**config.mk**
```make
export PLATFORM = sky130hd
export DESIGN_NAME = key_debounce_4ch
export DESIGN_NICKNAME = d
export VERILOG_FILES = /design/src/rtl/key_pkg.sv /design/src/rtl/key_filter_ch.sv /design/src/rtl/key_debounce_4ch.sv
export SDC_FILE = /design/constraint.sdc
export NUM_CORES = 1
export LEC_CHECK = 0
export ABC_AREA = 1
export ABC_CLOCK_PERIOD_IN_PS = 3800
export BUFFER_PORTS_ARGS = -buffer_cell sky130_fd_sc_hd__buf_4
export CORE_MARGIN = 8
export CORE_UTILIZATION = 55
export CTS_BUF_LIST = sky130_fd_sc_hd__clkbuf_2 sky130_fd_sc_hd__clkbuf_4 sky130_fd_sc_hd__clkbuf_8
export CTS_CLUSTER_DIAMETER = 150
export DETAILED_ROUTE_END_ITERATION = 8
export PLACE_DENSITY = 0.72
export SLEW_MARGIN = 20
export SYNTH_ARGS = -nofsm -noshare
export SYNTH_HDL_FRONTEND = slang
export SYNTH_SLANG_ARGS = --single-unit
```
**constraint.sdc**
```tcl
create_clock -name sys_clk -period 3.8 [get_ports sys_clk]
set_input_delay 0.76 -clock sys_clk [delete_from_list [all_inputs] [get_ports sys_clk]]
set_output_delay 0.76 -clock sys_clk [all_outputs]
set_load 0.02 [all_outputs]
```
**src/rtl/key_pkg.sv**
```systemverilog
// Shared constants and state encoding for the 4-channel key debouncer.
package key_pkg;

    localparam int unsigned KEY_NUM = 4;

    localparam int unsigned CNT_W_DEF    = 20;
    localparam logic [19:0] CNT_MAX_DEF  = 20'd999_999;
    localparam int unsigned LONG_W_DEF   = 26;
    localparam logic [25:0] LONG_MAX_DEF = 26'd49_999_999;

    typedef enum logic [1:0] {
        IDLE      = 2'd0,
        PRESS_FLT = 2'd1,
        DOWN      = 2'd2,
        REL_FLT   = 2'd3
    } key_fsm_e;

endpackage

```
**src/rtl/key_filter_ch.sv**
```systemverilog
// One debounce channel: 2-FF synchroniser, stability filter FSM, registered strobes.
// Long-press strobe is built only when KEY_LONG_PRESS_EN is defined.
module key_filter_ch
    import key_pkg::*;
#(
    parameter int unsigned       CNT_W    = CNT_W_DEF,
    parameter logic [CNT_W-1:0]  CNT_MAX  = CNT_MAX_DEF,
    parameter int unsigned       LONG_W   = LONG_W_DEF,
    parameter logic [LONG_W-1:0] LONG_MAX = LONG_MAX_DEF
) (
    input  logic sys_clk,
    input  logic sys_rst_n,
    input  logic key_in,
    output logic key_state,
    output logic key_press,
    output logic key_release,
    output logic key_long
);

    logic sync_1, key_sync;

    always_ff @(posedge sys_clk or negedge sys_rst_n) begin
        if (!sys_rst_n) begin
            sync_1   <= 1'b1;
            key_sync <= 1'b1;
        end else begin
            sync_1   <= key_in;
            key_sync <= sync_1;
        end
    end

    key_fsm_e         state_q, state_d;
    logic [CNT_W-1:0] cnt_q, cnt_d;
    logic             press_d, release_d, key_state_d;

    always_ff @(posedge sys_clk or negedge sys_rst_n) begin
        if (!sys_rst_n) begin
            state_q     <= IDLE;
            cnt_q       <= '0;
            key_press   <= 1'b0;
            key_release <= 1'b0;
            key_state   <= 1'b0;
        end else begin
            state_q     <= state_d;
            cnt_q       <= cnt_d;
            key_press   <= press_d;
            key_release <= release_d;
            key_state   <= key_state_d;
        end
    end

    always_comb begin
        state_d   = state_q;
        cnt_d     = cnt_q;
        press_d   = 1'b0;
        release_d = 1'b0;
        unique case (state_q)
            IDLE: begin
                if (!key_sync) begin
                    state_d = PRESS_FLT;
                    cnt_d   = '0;
                end
            end
            PRESS_FLT: begin
                if (key_sync) begin
                    state_d = IDLE;
                    cnt_d   = '0;
                end else if (cnt_q == CNT_MAX) begin
                    state_d = DOWN;
                    press_d = 1'b1;
                    cnt_d   = '0;
                end else begin
                    cnt_d = cnt_q + CNT_W'(1);
                end
            end
            DOWN: begin
                if (key_sync) begin
                    state_d = REL_FLT;
                    cnt_d   = '0;
                end
            end
            REL_FLT: begin
                if (!key_sync) begin
                    state_d = DOWN;
                    cnt_d   = '0;
                end else if (cnt_q == CNT_MAX) begin
                    state_d   = IDLE;
                    release_d = 1'b1;
                    cnt_d     = '0;
                end else begin
                    cnt_d = cnt_q + CNT_W'(1);
                end
            end
            default: begin
                state_d = IDLE;
                cnt_d   = '0;
            end
        endcase
        key_state_d = (state_d == DOWN) || (state_d == REL_FLT);
    end

`ifdef KEY_LONG_PRESS_EN
    logic [LONG_W-1:0] long_cnt_q, long_cnt_d;
    logic              long_done_q, long_done_d, long_d;

    always_ff @(posedge sys_clk or negedge sys_rst_n) begin
        if (!sys_rst_n) begin
            long_cnt_q  <= '0;
            long_done_q <= 1'b0;
            key_long    <= 1'b0;
        end else begin
            long_cnt_q  <= long_cnt_d;
            long_done_q <= long_done_d;
            key_long    <= long_d;
        end
    end

    // Held in REL_FLT so a release bounce back to DOWN resumes without re-firing.
    always_comb begin
        long_cnt_d  = long_cnt_q;
        long_done_d = long_done_q;
        long_d      = 1'b0;
        unique case (state_q)
            IDLE, PRESS_FLT: begin
                long_cnt_d  = '0;
                long_done_d = 1'b0;
            end
            DOWN: begin
                if (!long_done_q) begin
                    if (long_cnt_q == LONG_MAX) begin
                        long_d      = 1'b1;
                        long_done_d = 1'b1;
                    end else begin
                        long_cnt_d = long_cnt_q + LONG_W'(1);
                    end
                end
            end
            default: ;
        endcase
    end
`else
    logic long_unused;
    assign long_unused = ^LONG_MAX;
    assign key_long    = 1'b0;
`endif

endmodule

```
**src/rtl/key_debounce_4ch.sv**
```systemverilog
// Four independent debounced push-button channels (active-low raw inputs).
// Define KEY_LONG_PRESS_EN to enable the key_long strobes.
module key_debounce_4ch
    import key_pkg::*;
#(
    parameter int unsigned       CNT_W    = CNT_W_DEF,
    parameter logic [CNT_W-1:0]  CNT_MAX  = CNT_MAX_DEF,
    parameter int unsigned       LONG_W   = LONG_W_DEF,
    parameter logic [LONG_W-1:0] LONG_MAX = LONG_MAX_DEF
) (
    input  logic               sys_clk,
    input  logic               sys_rst_n,
    input  logic [KEY_NUM-1:0] key_in,
    output logic [KEY_NUM-1:0] key_state,
    output logic [KEY_NUM-1:0] key_press,
    output logic [KEY_NUM-1:0] key_release,
    output logic [KEY_NUM-1:0] key_long
);

    for (genvar i = 0; i < KEY_NUM; i++) begin : g_ch
        key_filter_ch #(
            .CNT_W    (CNT_W),
            .CNT_MAX  (CNT_MAX),
            .LONG_W   (LONG_W),
            .LONG_MAX (LONG_MAX)
        ) u_ch (
            .sys_clk     (sys_clk),
            .sys_rst_n   (sys_rst_n),
            .key_in      (key_in[i]),
            .key_state   (key_state[i]),
            .key_press   (key_press[i]),
            .key_release (key_release[i]),
            .key_long    (key_long[i])
        );
    end

endmodule
```
; Word level (Yosys, flattened, before mapping)
; Index checks and enable logic that the tools add are counted.
[word_totals]
inputBits = 6
ram_bits = 0
output_inout_bits = 16
mem_count = 0
romBits = 0
latchBits = 0
reg_bits = 108
elab_cells = 148
[op_classes]
multipliers = 0
n_mux = 72
n_reduce_logical = 12
div = 0
eq_ne = 32
bitwise = 0
shift = 0
add_sub_neg = 4
order_cmp = 0
[op_table]
columns = operator, count
row1 = 2-to-1 mux 20 bit, 20
row2 = case mux 20 bit (4 select lines), 4
row3 = adder 20 x 1 -> 20 bit (second input constant), 4
row4 = equality test 20 bit (second input constant), 4
row5 = 2-to-1 mux 2 bit, 24
row6 = equality test 2 bit (second input constant), 16
row7 = case mux 2 bit (4 select lines), 4
row8 = 2-to-1 mux 1 bit, 20
row9 = equality test 2 x 1 -> 1 bit (second input constant), 4
row10 = logical NOT 2 bit, 4
row11 = inequality test 2 x 1 -> 1 bit (second input constant), 4
row12 = inequality test 2 bit (second input constant), 4
row13 = AND reduction 2 bit, 4
row14 = logical OR 1 bit, 4

; Logic depth before layout (Yosys ltp)
; Gate-level depths: netlist of run 1.
[depth]
word_depth = 6
mapped_depth = 10

; Modules after synthesis
; From an unflattened synthesis of run 1, not the netlist that was laid out.
[hier_totals]
cells_unflattened = 768
hier_area_um2 = 6048.3
[by_module_without_submodules]
columns = module, instances, cells_each, seq_area_each_um2, area_per_inst_um2
row1 = key_filter_ch (g_ch[0].u_ch ...), 3, 192, 678.2, 1516.5
row2 = key_filter_ch (g_ch[3].u_ch), 1, 192, 678.2, 1498.9

; Worst setup path before layout of run 1
; No wires, ideal clock.
[synth_timing]
kind = register to register
startpoint = reg g_ch[1].u_ch.cnt_q[0]
endpoint = reg g_ch[1].u_ch.cnt_q[6]
n_path_buf = 1
setup_ps = 126
path_stages_with_launch = 9
path_slack_ps = 2370
required_ps = 3674
t_arrival_ps = 1304
cell_sequence = dfrtp_1 > ha_1 > nand2_1 > nor2_2 > and2_1 > nand2_2 > o21bai_4 > buf_6 > a21oi_1
[synth_via]
elab_chain_len = 4
elab_cells_between_ends = 6
[synth_rtl]
columns = element, line
row1 = "start, declared", key_filter_ch.sv:33  ; logic [CNT_W-1:0] cnt_q, cnt_d;
row2 = "start signal, assigned", key_filter_ch.sv:45  ; cnt_q <= cnt_d;
row3 = adder 20 x 1 -> 20 bit / equality test 20 bit (equally long branches), --
row4 = 2-to-1 mux 20 bit *, "key_filter_ch.sv:68, key_filter_ch.sv:86"
row5 = 2-to-1 mux 20 bit (on tied branches), "key_filter_ch.sv:83, key_filter_ch.sv:65"
row6 = case mux 20 bit (4 select lines) *, key_filter_ch.sv:57  ; unique case (state_q)
; Mark *: on every way between the ends. The rest lies on a longest branch, timed or not.
; A chain may end at the register's enable or synchronous reset.

; Final worst setup path of run 1
[layout_timing]
startpoint = reg g_ch[2].u_ch.cnt_q[0]
endpoint = reg g_ch[2].u_ch.cnt_q[16]
[layout_via]
elab_chain_len = 4
elab_cells_between_ends = 6
[layout_rtl]
columns = element, line
row1 = "start, declared", key_filter_ch.sv:33
row2 = "start signal, assigned", key_filter_ch.sv:45
row3 = adder 20 x 1 -> 20 bit / equality test 20 bit (equally long branches), --
row4 = 2-to-1 mux 20 bit *, "key_filter_ch.sv:68, key_filter_ch.sv:86"
row5 = 2-to-1 mux 20 bit (on tied branches), "key_filter_ch.sv:83, key_filter_ch.sv:65"
row6 = case mux 20 bit (4 select lines) *, key_filter_ch.sv:57
; Marked as above.

==> reports/summary.json, run 1 <==
{
  "outcome": {
    "status": "finished clean"
  },
  "grt": {
    "grt_max_degree": 56,
    "most_used_routing_layer": "met2",
    "wire_length_of_the_first_global_routing_pass_um": 20400,
    "met2_usage": 0.280,
    "grt.overflow.total": 0,
    "grtUsageMet1": 0.218,
    "track_usage": 0.170,
    "vias_in_the_first_global_route": 4509,
    "met3_capacity_usage_during_global_routing": 0.0420,
    "antenna_violations_before_repair": 0
  },
  "timing": {
    "relSlewSlack": 0.523,
    "final.min_clock_period_ns": 1.83,
    "finalHoldViolCount": 0,
    "fin_crit_sh": 0.482,
    "drv_slew": 0,
    "worst_clock_skew_ns": 0.0131,
    "setup_repair_after_global_routing_missed_its_margin": "false",
    "setup_viol": 0,
    "fin_hold_ws_ns": 0.362,
    "setup_total_negative_slack_ns": 0,
    "slew_of_the_pin_with_the_lowest_slew_margin_ns": 0.714,
    "max_freq_ghz": 0.546
  },
  "placement": {
    "dp.final_hpwl_um": 8370,
    "gp_routability_congestion": 0.896,
    "post-place-cells": 929,
    "placed_cell_area_mm2": 0.00614,
    "portBuffers": 17
  },
  "route": {
    "detailed_route_wire_length_um": 11600,
    "detail_route.drc_violations": 0,
    "first_pass_iters": 5,
    "wire_per_inst_um": 12.3,
    "first_iter_violations": 376,
    "ant_nets": 0,
    "route.vias.total": 4801,
    "detail_route.vias_per_cell": 5.08
  },
  "yosys": {
    "synth-edff-count": 0,
    "synth_seq_cells": 108,
    "yosysSeqAreaShare": 0.452,
    "postSynth.asyncResetShare": 1.00,
    "yosysWarningCount": 0,
    "synth-compound-area-share": 0.0697,
    "synthesis.area_mm2": 0.00600,
    "synthSimpleGateAreaFrac": 0.319,
    "synthAdderAreaFrac": 0.00834,
    "number_of_cells_produced_by_synthesis": 792,
    "commonest_register_cell_after_synthesis": "sky130_fd_sc_hd__dfrtp_1",
    "syn_avg_cell_area_um2": 7.57,
    "synth-xor-area-share": 0.0555,
    "synth.mux.area_fraction": 0,
    "netlist-cell-type-count": 31,
    "dominant_combinational_cell_family_by_area_after_synthesis": "simple AND/OR/NAND/NOR gates"
  },
  "floorplanning": {
    "floorplan.die.width_um": 120,
    "die-area_mm2": 0.0145,
    "design.portCount": 22,
    "initial_utilization": 0.558,
    "floorplan.rows": 38,
    "die_height_um": 120,
    "core_box_area_mm2": 0.0107
  },
  "clocking": {
    "clkSinkCount": 108,
    "cts_hold_buf": 0,
    "cts.htree.levels": 3,
    "clk_latency_ns": 0.38,
    "root_buffer_cell": "sky130_fd_sc_hd__clkbuf_8",
    "tritoncts": "built",
    "clk_transition_reported_paths_ns": 0.09,
    "clk_path_buf_depth": 2,
    "tritoncts_buffer_count": 9,
    "cts.repair.resized": 0,
    "postCtsSetupRepairBufs": 0
  },
  "run": {
    "drv_cap": 0
  },
  "pwr": {
    "power_per_cell_area_mw_per_mm2": 307,
    "internal-power_uw": 1490,
    "p_comb_frac": 0.046,
    "share_clk_of_total_power": 0.349,
    "p_leak_uw": 0.00297,
    "ir_drop_mv": 0.182,
    "share_seq_of_total_power": 0.605,
    "power.share.switching": 0.235,
    "power.switching_uw": 457
  },
  "setup_path": {
    "critical_path_class": "register to register",
    "setup.worst_path.end_class": "register",
    "critical_path.max_fanout": 12,
    "kind_of_launch_point_of_the_worst_setup_path": "register",
    "crit_arrival_ns": 2.11,
    "critical_path_required_ns": 4.08
  },
  "cells_and_area": {
    "number_of_inserted_diodes": 0,
    "layout_commonest_cell": "sky130_fd_sc_hd__nand2_1",
    "top_library_cells_by_usage_in_the_layout_fill_and_taps_aside": "sky130_fd_sc_hd__nand2_1, sky130_fd_sc_hd__dfrtp_1, sky130_fd_sc_hd__inv_1",
    "post_layout_nonfiller_instances": 945,
    "syn_to_final_growth_pct": 5.59,
    "share_of_cells_above_drive_strength_1": 0.0994,
    "layout.cell_area.non_filler_mm2": 0.00633,
    "fin_nets": 810
  },
  "hold_path": {
    "worst_hold_path_type": "register to register"
  }
}
==> registers in the layout, indices dropped and copies added (netlist names) <==
register / flops
g_ch.u_ch.cnt_q: 80
g_ch.u_ch.key_press: 4
g_ch.u_ch.key_sync: 4
g_ch.u_ch.key_state: 4
g_ch.u_ch.key_release: 4
g_ch.u_ch.sync_1: 4
g_ch.u_ch.state_q: 8
==> worst max-delay path: stages (launching register included) <==
cell	delay (ns)
sky130_fd_sc_hd__dfrtp_1	0.40
sky130_fd_sc_hd__ha_1	0.22
sky130_fd_sc_hd__nand3_2	0.15
sky130_fd_sc_hd__nor2_1	0.17
sky130_fd_sc_hd__nand3_1	0.11
sky130_fd_sc_hd__nand2_1	0.32
sky130_fd_sc_hd__inv_2	0.16
sky130_fd_sc_hd__nor2_1	0.15
sky130_fd_sc_hd__nor2_1	0.06
==> metrics by stage <==
stage,total power (uW),worst slack (ns),utilization
final,1950,1.97,0.589
after global routing,2030,1.78,0.589
after CTS,1970,1.97,0.589
after detailed placement,1290,2.00,0.572
after global placement,1290,2.05,0.572
after floorplan,1250,2.37,-
==> power by group through the flow <==
stage                     clock network [uW]  logic [uW]  registers (uW)
after floorplan                            0        56.5            1200
after global placement                     0        89.8            1200
after detailed placement                   0        91.6            1200
after CTS                                699        91.9            1180
after global routing                     749         104            1180
final                                    680        89.3            1180
==> layer usage <==
layer,vias to the layer above,part of all wire
met3,12,0.034
met1,2242,0.48
met4,0,0.012
met2,62,0.47
met5,-,0
li1,2485,-
==> Yosys cell counts, types with 2 or more instances <==
| library cell | instances | area share |
|---|---|---|
| sky130_fd_sc_hd__o21ai_1 | 16 | 0.013 |
| sky130_fd_sc_hd__dfstp_2 | 8 | 0.035 |
| sky130_fd_sc_hd__nand4_1 | 14 | 0.015 |
| sky130_fd_sc_hd__nor3_2 | 2 | 0.0033 |
| sky130_fd_sc_hd__nand3_2 | 2 | 0.0033 |
| sky130_fd_sc_hd__buf_2 | 5 | 0.0042 |
| sky130_fd_sc_hd__dfrtp_1 | 100 | 0.42 |
| sky130_fd_sc_hd__ha_1 | 4 | 0.0083 |
| sky130_fd_sc_hd__inv_2 | 4 | 0.0025 |
| sky130_fd_sc_hd__buf_4 | 18 | 0.023 |
| sky130_fd_sc_hd__nor3_1 | 6 | 0.0050 |
| sky130_fd_sc_hd__buf_6 | 2 | 0.0038 |
| sky130_fd_sc_hd__nand2_1 | 239 | 0.15 |
| sky130_fd_sc_hd__nor2_1 | 82 | 0.051 |
| sky130_fd_sc_hd__nor2_2 | 11 | 0.011 |
| sky130_fd_sc_hd__nand3_1 | 65 | 0.054 |
| sky130_fd_sc_hd__a21oi_1 | 9 | 0.0075 |
| sky130_fd_sc_hd__a31oi_1 | 2 | 0.0021 |
| sky130_fd_sc_hd__xnor2_1 | 12 | 0.018 |
| sky130_fd_sc_hd__inv_1 | 98 | 0.061 |
| sky130_fd_sc_hd__nor2_4 | 7 | 0.013 |
| sky130_fd_sc_hd__o21ai_0 | 23 | 0.019 |
| sky130_fd_sc_hd__o22ai_1 | 15 | 0.016 |
| sky130_fd_sc_hd__nand2_2 | 10 | 0.010 |
| sky130_fd_sc_hd__o21bai_1 | 7 | 0.0088 |
| sky130_fd_sc_hd__xor2_1 | 26 | 0.038 |
==> worst paths after layout <==
kind | startpoint | end | slack, ns | cells past startpoint
max | g_ch[2].u_ch.cnt_q[0] | g_ch[2].u_ch.cnt_q[16] | 1.97 | 8
min | g_ch[0].u_ch.sync_1 | g_ch[0].u_ch.key_sync | 0.36 | 0
max reg2reg | g_ch[2].u_ch.cnt_q[0] | g_ch[2].u_ch.cnt_q[16] | 1.97 | 8
min reg2reg | g_ch[0].u_ch.sync_1 | g_ch[0].u_ch.key_sync | 0.36 | 0
max in group asynchronous | sys_rst_n | g_ch[1].u_ch.key_sync | 2.49 | 2
min in group asynchronous | sys_rst_n | g_ch[2].u_ch.cnt_q[12] | 0.39 | 1
==> final cells by class <==
class,instances,area [um2]
Fill cell,992,4410
Clock inverter,1,7.51
Inverter,103,387
Multi-Input combinational cell,559,2730
Tap cell,140,175
Timing Repair Buffer,19,143
Clock buffer,15,181
Sequential cell,108,2710
==> logic make-up (layout without fill, tap and decap cells) <==
family,Yosys count,after routing
buf+inv,128,138
fa+ha+maj,4,4
simple gates,440,440
other cells,1,4
xor+xnor,38,38
flops,108,108
compound gates,73,73
No activity file was read; power rests on OpenSTA's default activity.
==> inputs of run 2 (changes only) <==
--- a/config.mk
+++ b/config.mk
@@ -6,14 +6,14 @@
 export NUM_CORES = 1
 export LEC_CHECK = 0
 export ABC_AREA = 1
-export ABC_CLOCK_PERIOD_IN_PS = 3800
+export ABC_CLOCK_PERIOD_IN_PS = 1600
 export BUFFER_PORTS_ARGS = -buffer_cell sky130_fd_sc_hd__buf_4
 export CORE_MARGIN = 8
 export CORE_UTILIZATION = 55
 export CTS_BUF_LIST = sky130_fd_sc_hd__clkbuf_2 sky130_fd_sc_hd__clkbuf_4 sky130_fd_sc_hd__clkbuf_8
 export CTS_CLUSTER_DIAMETER = 150
 export DETAILED_ROUTE_END_ITERATION = 8
-export PLACE_DENSITY = 0.72
+export PLACE_DENSITY = 0.75
 export SLEW_MARGIN = 20
 export SYNTH_ARGS = -nofsm -noshare
 export SYNTH_HDL_FRONTEND = slang
==> constraint.sdc (replaced) <==
create_clock -name sys_clk -period 1.6 [get_ports sys_clk]
set_input_delay 0.32 -clock sys_clk [delete_from_list [all_inputs] [get_ports sys_clk]]
set_output_delay 0.32 -clock sys_clk [all_outputs]
set_load 0.02 [all_outputs]
==> run 2 against run 1 <==
Net effect:
- via count up 6.0%
- first-iteration DRC count down 6.6%
- worst setup slack worse by 1.9 ns
- largest power group unchanged
- routed wire length up 8.4%
- global-route usage up 0.73 points
- hold slack worse by 0.33 ns
- clock power rose to 2.5 times the previous value
- sequential power up 140%
- die area unchanged
- non-clock buffer count up 40
- critical path depth unchanged
- final cell count up 4.2%
==> reports/summary.json, run 2 (same netlist as run 1, synthesis figures left out) <==
{
  "pwr": {
    "power.switching": {"value": 1180, "unit": "uW", "change": "+160%"},
    "internal-power": {"value": 3640, "unit": "uW", "change": "+140%"},
    "p_comb_frac": {"value": 0.061, "change": "+0.015"},
    "power.share.switching": {"value": 0.244, "change": "+0.00987"},
    "share_clk_of_total_power": {"value": 0.359, "change": "+0.010"},
    "p_leak": {"value": 0.00321, "unit": "uW", "change": "+8.2%"},
    "totalPowerFinal": {"value": 4820, "unit": "uW", "change": "+150%"},
    "share_seq_of_total_power": {"value": 0.580, "change": "-0.025"},
    "power_per_cell_area": {"value": 707, "unit": "mW/mm2", "change": "+130%"},
    "ir_drop": {"value": 0.469, "unit": "mV", "change": "+160%"}
  },
  "route": {
    "detailed_route_wire_length": {"value": 12600, "unit": "um", "change": "+8.4%"},
    "route.vias.total": {"value": 5090, "change": "+6.0%"},
    "ant_nets": {"value": 0, "change": "unchanged"},
    "wire_per_inst": {"value": 12.8, "unit": "um", "change": "+4.0%"},
    "first_iter_violations": {"value": 351, "change": "-6.6%"},
    "detail_route.drc_violations": {"value": 0, "change": "unchanged"},
    "detail_route.vias_per_cell": {"value": 5.17, "change": "+1.7%"},
    "first_pass_iters": {"value": 5, "change": "unchanged"}
  },
  "hold_path": {
    "hold_path_depth": {"value": 1, "change": "+1"},
    "worst_hold_path_type": "input pin to register",
    "hold_path_startpoint": "key_in[0]",
    "min_delay_worst_endpoint": "g_ch[0].u_ch.sync_1"
  },
  "outcome": {
    "status": "finished clean"
  },
  "clocking": {
    "clk_transition_reported_paths": {"value": 0.10, "unit": "ns", "change": "about the same"},
    "clk_path_buf_depth": {"value": 2, "change": "unchanged"},
    "tritoncts_buffer_count": {"value": 9, "change": "unchanged"},
    "root_buffer_cell": "sky130_fd_sc_hd__clkbuf_8",
    "clkSinkCount": {"value": 108, "change": "unchanged"},
    "cts.htree.levels": {"value": 3, "change": "unchanged"},
    "clk_latency": {"value": 0.39, "unit": "ns", "change": "about the same"},
    "tritoncts": "built"
  },
  "setup_path": {
    "critical_path_class": "register to register",
    "kind_of_launch_point_of_the_worst_setup_path": "register",
    "rr_endpoint": "g_ch[2].u_ch.cnt_q[10]",
    "timing.reg2reg.setup_slack": {"value": 0.07, "unit": "ns", "change": "-1.90 ns"},
    "critical_path.max_fanout": {"value": 7, "change": "-5"},
    "setup.worst_path.end_class": "register",
    "r2r.worst_path.cells": {"value": 8, "change": "unchanged"},
    "critical_path_required": {"value": 1.87, "unit": "ns", "change": "-2.21 ns"},
    "r2r_start": "g_ch[2].u_ch.cnt_q[0]",
    "crit_arrival": {"value": 1.80, "unit": "ns", "change": "-0.31 ns"}
  },
  "floorplanning": {
    "die_height": {"value": 120, "unit": "um", "change": "unchanged"},
    "floorplan.die.width": {"value": 120, "unit": "um", "change": "unchanged"},
    "floorplan.rows": {"value": 38, "change": "unchanged"},
    "design.portCount": {"value": 22, "change": "unchanged"},
    "die-area": {"value": 0.0145, "unit": "mm2", "change": "unchanged"},
    "core_box_area": {"value": 0.0107, "unit": "mm2", "change": "unchanged"},
    "initial_utilization": {"value": 0.558, "change": "unchanged"}
  },
  "cells_and_area": {
    "fin_nets": {"value": 850, "change": "+4.9%"},
    "num-fill-cells": {"value": 905, "change": "-8.8%"},
    "layout_commonest_cell": "sky130_fd_sc_hd__nand2_1",
    "largest_register_ff_count": {"value": 80, "change": "unchanged"},
    "regMostFlops": "g_ch.u_ch.cnt_q",
    "number_of_inserted_diodes": {"value": 0, "change": "unchanged"},
    "top_library_cells_by_usage_in_the_layout_fill_and_taps_aside": "sky130_fd_sc_hd__nand2_1, sky130_fd_sc_hd__dfrtp_1, sky130_fd_sc_hd__inv_1",
    "syn_to_final_growth_pct": 13.7,
    "largestRegisters": "g_ch.u_ch.cnt_q (80), g_ch.u_ch.state_q (8)",
    "post_layout_nonfiller_instances": {"value": 985, "change": "+4.2%"},
    "share_of_cells_above_drive_strength_1": {"value": 0.168, "change": "+0.0687"}
  },
  "grt": {
    "vias_in_the_first_global_route": {"value": 4743, "change": "+5.2%"},
    "met3_capacity_usage_during_global_routing": {"value": 0.0448, "change": "+0.00280"},
    "wire_length_of_the_first_global_routing_pass": {"value": 21400, "unit": "um", "change": "+4.9%"},
    "grt.overflow.total": {"value": 0, "change": "unchanged"},
    "track_usage": {"value": 0.177, "change": "+0.00725"},
    "met2_usage": {"value": 0.290, "change": "+0.0104"},
    "grtUsageMet1": {"value": 0.226, "change": "+0.00855"},
    "grt_max_degree": {"value": 36, "change": "-36%"},
    "antenna_violations_before_repair": {"value": 0, "change": "unchanged"},
    "most_used_routing_layer": "met2"
  },
  "placement": {
    "gp_routability_congestion": {"value": 0.908, "change": "+1.3%"},
    "post-place-cells": {"value": 954, "change": "+2.7%"},
    "dp.final_hpwl": {"value": 8910, "unit": "um", "change": "+6.4%"},
    "portBuffers": {"value": 17, "change": "unchanged"}
  },
  "timing": {
    "max_freq": {"value": 0.653, "unit": "GHz", "change": "+20%"},
    "setup_viol": {"value": 0, "change": "unchanged"},
    "worst_clock_skew": {"value": 0.0102, "unit": "ns", "change": "-0.00297 ns"},
    "setup_repair_after_global_routing_missed_its_margin": "true",
    "final.min_clock_period": {"value": 1.53, "unit": "ns", "change": "-0.299 ns"},
    "fin_crit_sh": {"value": 0.957, "change": "+0.475"},
    "finalHoldViolCount": {"value": 0, "change": "unchanged"},
    "setup_total_negative_slack": {"value": 0, "unit": "ns", "change": "unchanged"},
    "drv_slew": {"value": 0, "change": "unchanged"}
  },
  "run": {
    "drv_cap": {"value": 0, "change": "unchanged"}
  }
}
-- run 2: cell count changes in the layout (fill, tap and decap cells not counted), sizes merged --
cell | previous run | this run
buf | 19 | 57
clkbuf | 15 | 11
clkinvlp | 1 | 3
dlygate4sd3 | 0 | 2
bufinv | 0 | 1
inv | 102 | 103
-- run 2: critical path: stages (launching register included) --
cell	delay [ns]
sky130_fd_sc_hd__dfrtp_1	0.38
sky130_fd_sc_hd__ha_2	0.20
sky130_fd_sc_hd__nand3_2	0.09
sky130_fd_sc_hd__buf_6	0.14
sky130_fd_sc_hd__nor2_4	0.11
sky130_fd_sc_hd__inv_2	0.05
sky130_fd_sc_hd__nor2_4	0.19
sky130_fd_sc_hd__xnor2_2	0.15
sky130_fd_sc_hd__o21ai_1	0.10
-- run 2: metal layers --
metal	vias up	part of all wire	routed length, um
li1	2570	-	-
met1	2411	0.45	5710
met2	99	0.50	6250
met3	10	0.039	492
met4	0	0.011	140
met5	-	0	0
-- run 2: final cells by class --
type                       instances  area (um2)  area share
inverter                         103         387      0.0567
tap                              140         175      0.0257
sequential                       108        2720       0.398
clock inverter                     5        61.3     0.00899
clock buffer                      11         139      0.0204
multi-input combinational        559        2840       0.416
timing repair buffer              59         509      0.0747
-- run 2: worst max path at each step --
stage	cells past startpoint	startpoint	slack (ns)	end
6_report	8	g_ch[2].u_ch.cnt_q[0]	0.07	g_ch[2].u_ch.cnt_q[10]
5_1_grt	7	g_ch[2].u_ch.cnt_q[13]	-0.02	g_ch[2].u_ch.cnt_q[10]
4_1_cts	8	g_ch[3].u_ch.cnt_q[0]	0.008	g_ch[3].u_ch.state_q[1]
3_5_place_dp	8	g_ch[2].u_ch.cnt_q[0]	-0.009	g_ch[2].u_ch.cnt_q[10]
3_3_place_gp	9	g_ch[1].u_ch.cnt_q[0]	0.04	g_ch[1].u_ch.cnt_q[14]
2_1_floorplan	8	g_ch[1].u_ch.cnt_q[0]	0.17	g_ch[1].u_ch.cnt_q[6]
-- run 2: power by group through the flow --
stage               sequential [uW]  clock, uW  combinational, uW
detailed placement             2850          0                258
CTS                            2800       1780                267
finish                         2800       1730                296
global placement               2850          0                253
floorplan                      2840          0                134
global route                   2800       1890                332
-- run 2: per-stage QoR --
| stage | setup slack [ns] | hold slack, ns | util | instance area, um2 |
|---|---|---|---|---|
| floorplan | 0.170 | 0.0244 | - | 6010 |
| global placement | 0.0422 | 0.251 | 0.593 | 6370 |
| detailed placement | -0.00946 | 0.255 | 0.593 | 6370 |
| CTS | 0.00849 | 0.00335 | 0.615 | 6610 |
| global route | -0.0239 | 0.00544 | 0.635 | 6820 |
| finish | 0.0692 | 0.0295 | 0.635 | 6820 |
-- run 2: repair_timing --
action	in CTS	in global routing
buffers inserted	2	11
gates resized for setup	2	35
hold buffers	1	1
setup endpoints to repair	7	69
endpoints found under the hold margin	21	1
pin swaps	2	15
==> inputs of run 3 (changes only) <==
--- a/config.mk
+++ b/config.mk
@@ -10,7 +10,6 @@
 export BUFFER_PORTS_ARGS = -buffer_cell sky130_fd_sc_hd__buf_4
 export CORE_MARGIN = 8
 export CORE_UTILIZATION = 55
-export CTS_BUF_LIST = sky130_fd_sc_hd__clkbuf_2 sky130_fd_sc_hd__clkbuf_4 sky130_fd_sc_hd__clkbuf_8
 export CTS_CLUSTER_DIAMETER = 150
 export DETAILED_ROUTE_END_ITERATION = 8
 export PLACE_DENSITY = 0.75
==> run 3 against run 2 <==
Net effect:
- clock power fell by 2%
- global-route usage barely moved
- register-to-register slack barely moved
- sequential share of layout area fell by 0.10 points
- routed wire length rose by 0.43%
- die area did not move
- fmax rose by 0.14%
- highest routed layer unchanged
- critical path depth rose by 1
==> reports/summary.json, run 3 (same netlist as run 1, synthesis figures left out) <==
{
  "outcome": {
    "status": "finished clean"
  },
  "cells_and_area": {
    "layout.area.seq": {"value": 0.00272, "unit": "mm2", "change": "unchanged"},
    "largestRegisters": "g_ch.u_ch.cnt_q (80), g_ch.u_ch.state_q (8)",
    "top_library_cells_by_usage_in_the_layout_fill_and_taps_aside": "sky130_fd_sc_hd__nand2_1, sky130_fd_sc_hd__dfrtp_1, sky130_fd_sc_hd__inv_1",
    "number_of_inserted_diodes": {"value": 0, "change": "unchanged"},
    "num-fill-cells": {"value": 897, "change": "-0.88%"},
    "layout_commonest_cell": "sky130_fd_sc_hd__nand2_1",
    "post_layout_nonfiller_instances": {"value": 985, "change": "unchanged"},
    "largest_register_ff_count": {"value": 80, "change": "unchanged"},
    "multi_input_area": {"value": 0.00286, "unit": "mm2", "change": "+0.88%"},
    "fin_nets": {"value": 850, "change": "unchanged"},
    "regMostFlops": "g_ch.u_ch.cnt_q",
    "syn_to_final_growth_pct": 14.0,
    "share_of_cells_above_drive_strength_1": {"value": 0.170, "change": "+0.00237"}
  },
  "floorplanning": {
    "design.portCount": {"value": 22, "change": "unchanged"},
    "die_height": {"value": 120, "unit": "um", "change": "unchanged"},
    "floorplan.die.width": {"value": 120, "unit": "um", "change": "unchanged"},
    "die-area": {"value": 0.0145, "unit": "mm2", "change": "unchanged"},
    "floorplan.rows": {"value": 38, "change": "unchanged"},
    "core_box_area": {"value": 0.0107, "unit": "mm2", "change": "unchanged"},
    "initial_utilization": {"value": 0.558, "change": "unchanged"}
  },
  "route": {
    "ant_nets": {"value": 0, "change": "unchanged"},
    "detail_route.drc_violations": {"value": 0, "change": "unchanged"},
    "route.vias.total": {"value": 5077, "change": "-0.26%"},
    "wire_per_inst": {"value": 12.8, "unit": "um", "change": "+0.43%"},
    "detail_route.vias_per_cell": {"value": 5.15, "change": "-0.26%"},
    "first_iter_violations": {"value": 368, "change": "+4.8%"},
    "detailed_route_wire_length": {"value": 12600, "unit": "um", "change": "+0.43%"},
    "first_pass_iters": {"value": 5, "change": "unchanged"}
  },
  "clocking": {
    "tritoncts": "built",
    "clk_path_buf_depth": {"value": 2, "change": "unchanged"},
    "tritoncts_buffer_count": {"value": 9, "change": "unchanged"},
    "clk_transition_reported_paths": {"value": 0.10, "unit": "ns", "change": "about the same"},
    "root_buffer_cell": "sky130_fd_sc_hd__clkbuf_8",
    "cts.htree.levels": {"value": 3, "change": "unchanged"},
    "clkSinkCount": {"value": 108, "change": "unchanged"},
    "clk_latency": {"value": 0.39, "unit": "ns", "change": "about the same"}
  },
  "setup_path": {
    "critical_path_class": "register to register",
    "timing.reg2reg.setup_slack": {"value": 0.07, "unit": "ns", "change": "about the same"},
    "cp.depth": {"value": 9, "change": "+1"},
    "r2r_start": "g_ch[1].u_ch.cnt_q[0]",
    "timing.critical_path.slowest_stage_cell": "sky130_fd_sc_hd__dfrtp_1",
    "buffer_and_inverter_count_on_the_worst_path": {"value": 0, "change": "-2"},
    "setup.worst_path.end_class": "register",
    "critPathTopFamily": "simple AND/OR/NAND/NOR gates",
    "crit_arrival": {"value": 1.81, "unit": "ns", "change": "about the same"},
    "setup.worst_path.start": "g_ch[1].u_ch.cnt_q[0]",
    "critical_path.max_fanout": {"value": 6, "change": "-1"},
    "kind_of_launch_point_of_the_worst_setup_path": "register",
    "timing.critical_path.slowest_cell_delay": {"value": 0.40, "unit": "ns", "change": "+0.02 ns"},
    "critPathCapture": "g_ch[1].u_ch.key_state",
    "r2r.worst_path.cells": {"value": 9, "change": "+1"},
    "critical_path_required": {"value": 1.88, "unit": "ns", "change": "about the same"},
    "rr_endpoint": "g_ch[1].u_ch.key_state",
    "path_cells": "ha_2 -> nand2_2 -> nor2_4 -> and2_4 -> nand2_4 -> nor2_4 -> nand2_4 -> nand2_4 -> o21ai_2",
    "critical_path.most_common_cell": "sky130_fd_sc_hd__nand2_4"
  },
  "grt": {
    "vias_in_the_first_global_route": {"value": 4745, "change": "+0.042%"},
    "wire_length_of_the_first_global_routing_pass": {"value": 21400, "unit": "um", "change": "+0.16%"},
    "grt.overflow.total": {"value": 0, "change": "unchanged"},
    "grt_max_degree": {"value": 36, "change": "unchanged"},
    "track_usage": {"value": 0.178, "change": "+0.000400"},
    "antenna_violations_before_repair": {"value": 0, "change": "unchanged"}
  },
  "hold_path": {
    "worst_hold_path_type": "input pin to register"
  },
  "timing": {
    "final.min_clock_period": {"value": 1.53, "unit": "ns", "change": "-0.00221 ns"},
    "max_freq": {"value": 0.654, "unit": "GHz", "change": "+0.14%"},
    "finalHoldViolCount": {"value": 0, "change": "unchanged"},
    "setup_viol": {"value": 0, "change": "unchanged"},
    "fin_crit_sh": {"value": 0.955, "change": "-0.00138"},
    "drv_slew": {"value": 0, "change": "unchanged"},
    "setup_repair_after_global_routing_missed_its_margin": "true",
    "setup_total_negative_slack": {"value": 0, "unit": "ns", "change": "unchanged"},
    "worst_clock_skew": {"value": 0.00998, "unit": "ns", "change": "-0.000183 ns"}
  },
  "run": {
    "drv_cap": {"value": 0, "change": "unchanged"}
  },
  "placement": {
    "post-place-cells": {"value": 954, "change": "unchanged"},
    "dp.final_hpwl": {"value": 8910, "unit": "um", "change": "unchanged"},
    "gp_routability_congestion": {"value": 0.908, "change": "unchanged"},
    "portBuffers": {"value": 17, "change": "unchanged"}
  },
  "pwr": {
    "totalPowerFinal": {"value": 4790, "unit": "uW", "change": "-0.71%"},
    "ir_drop": {"value": 0.472, "unit": "mV", "change": "+0.56%"},
    "p_leak": {"value": 0.00321, "unit": "uW", "change": "about the same"},
    "power_per_cell_area": {"value": 700, "unit": "mW/mm2", "change": "-0.96%"}
  }
}
-- run 3: cell counts in the layout (fill, tap and decap cells not counted) --
Identical to the previous run, type by type.
-- run 3: how the worst min path moves through the flow --
stage | from | to | slack, ns | depth (start not counted)
detailed placement | sys_rst_n | g_ch[2].u_ch.key_release | 0.25 | 1
CTS | key_in[2] | g_ch[2].u_ch.sync_1 | 0.003 | 1
floorplan | sys_rst_n | g_ch[0].u_ch.cnt_q[0] | 0.02 | 0
global placement | sys_rst_n | g_ch[2].u_ch.key_press | 0.25 | 1
finish | key_in[0] | g_ch[0].u_ch.sync_1 | 0.03 | 1
global route | key_in[0] | g_ch[0].u_ch.sync_1 | 0.005 | 1
-- run 3: repair_timing --
action                                  CTS  global route
setup buffers                             2            11
endpoints found under the setup margin    6            69
endpoints found under the hold margin    21             1
hold buffers                              1             1
pin swaps                                 2            15
resized for setup                         2            41
-- run 3: worst register-to-register path, delay by kind of cell (launching register included) --
kind	cells	cell delay, ns
and+or+nand+nor	7	0.78
AOI/OAI and AO/OA	1	0.05
adders and majority gates	1	0.20
DFF	1	0.40
-- run 3: where the power goes --
| group | internal [uW] | leakage [uW] | switching (uW) | total [uW] |
|---|---|---|---|---|
| clock | 731 | 0.0000862 | 963 | 1690 |
| combinational | 110 | 0.00166 | 187 | 297 |
| sequential | 2770 | 0.00146 | 28.2 | 2800 |
| total | 3610 | 0.00321 | 1180 | 4790 |
-- run 3: area by class of cell --
type,instances,area share
well taps,140,0.0256
inverters,103,0.0565
repair buffers,59,0.0745
clock buffers,11,0.0192
flip-flops and latches,108,0.397
clock inverters,5,0.00896
multi-input cells,559,0.418
-- run 3: metrics by stage --
stage | cell area [um2] | setup slack [ns] | utilization | hold WS [ns]
after floorplan | 6010 | 0.170 | - | 0.0244
after global placement | 6370 | 0.0422 | 0.593 | 0.251
after detailed placement | 6370 | -0.00946 | 0.593 | 0.255
after CTS | 6600 | 0.0122 | 0.614 | 0.00341
after global routing | 6840 | -0.0237 | 0.636 | 0.00544
final | 6840 | 0.0714 | 0.636 | 0.0290
-- run 3: per-layer routing --
layer,vias up,track usage,part of all wire
met5,-,0,0
met4,0,0.0539,0.012
met3,14,0.0448,0.046
met2,107,0.290,0.50
met1,2386,0.228,0.44
li1,2570,-,-
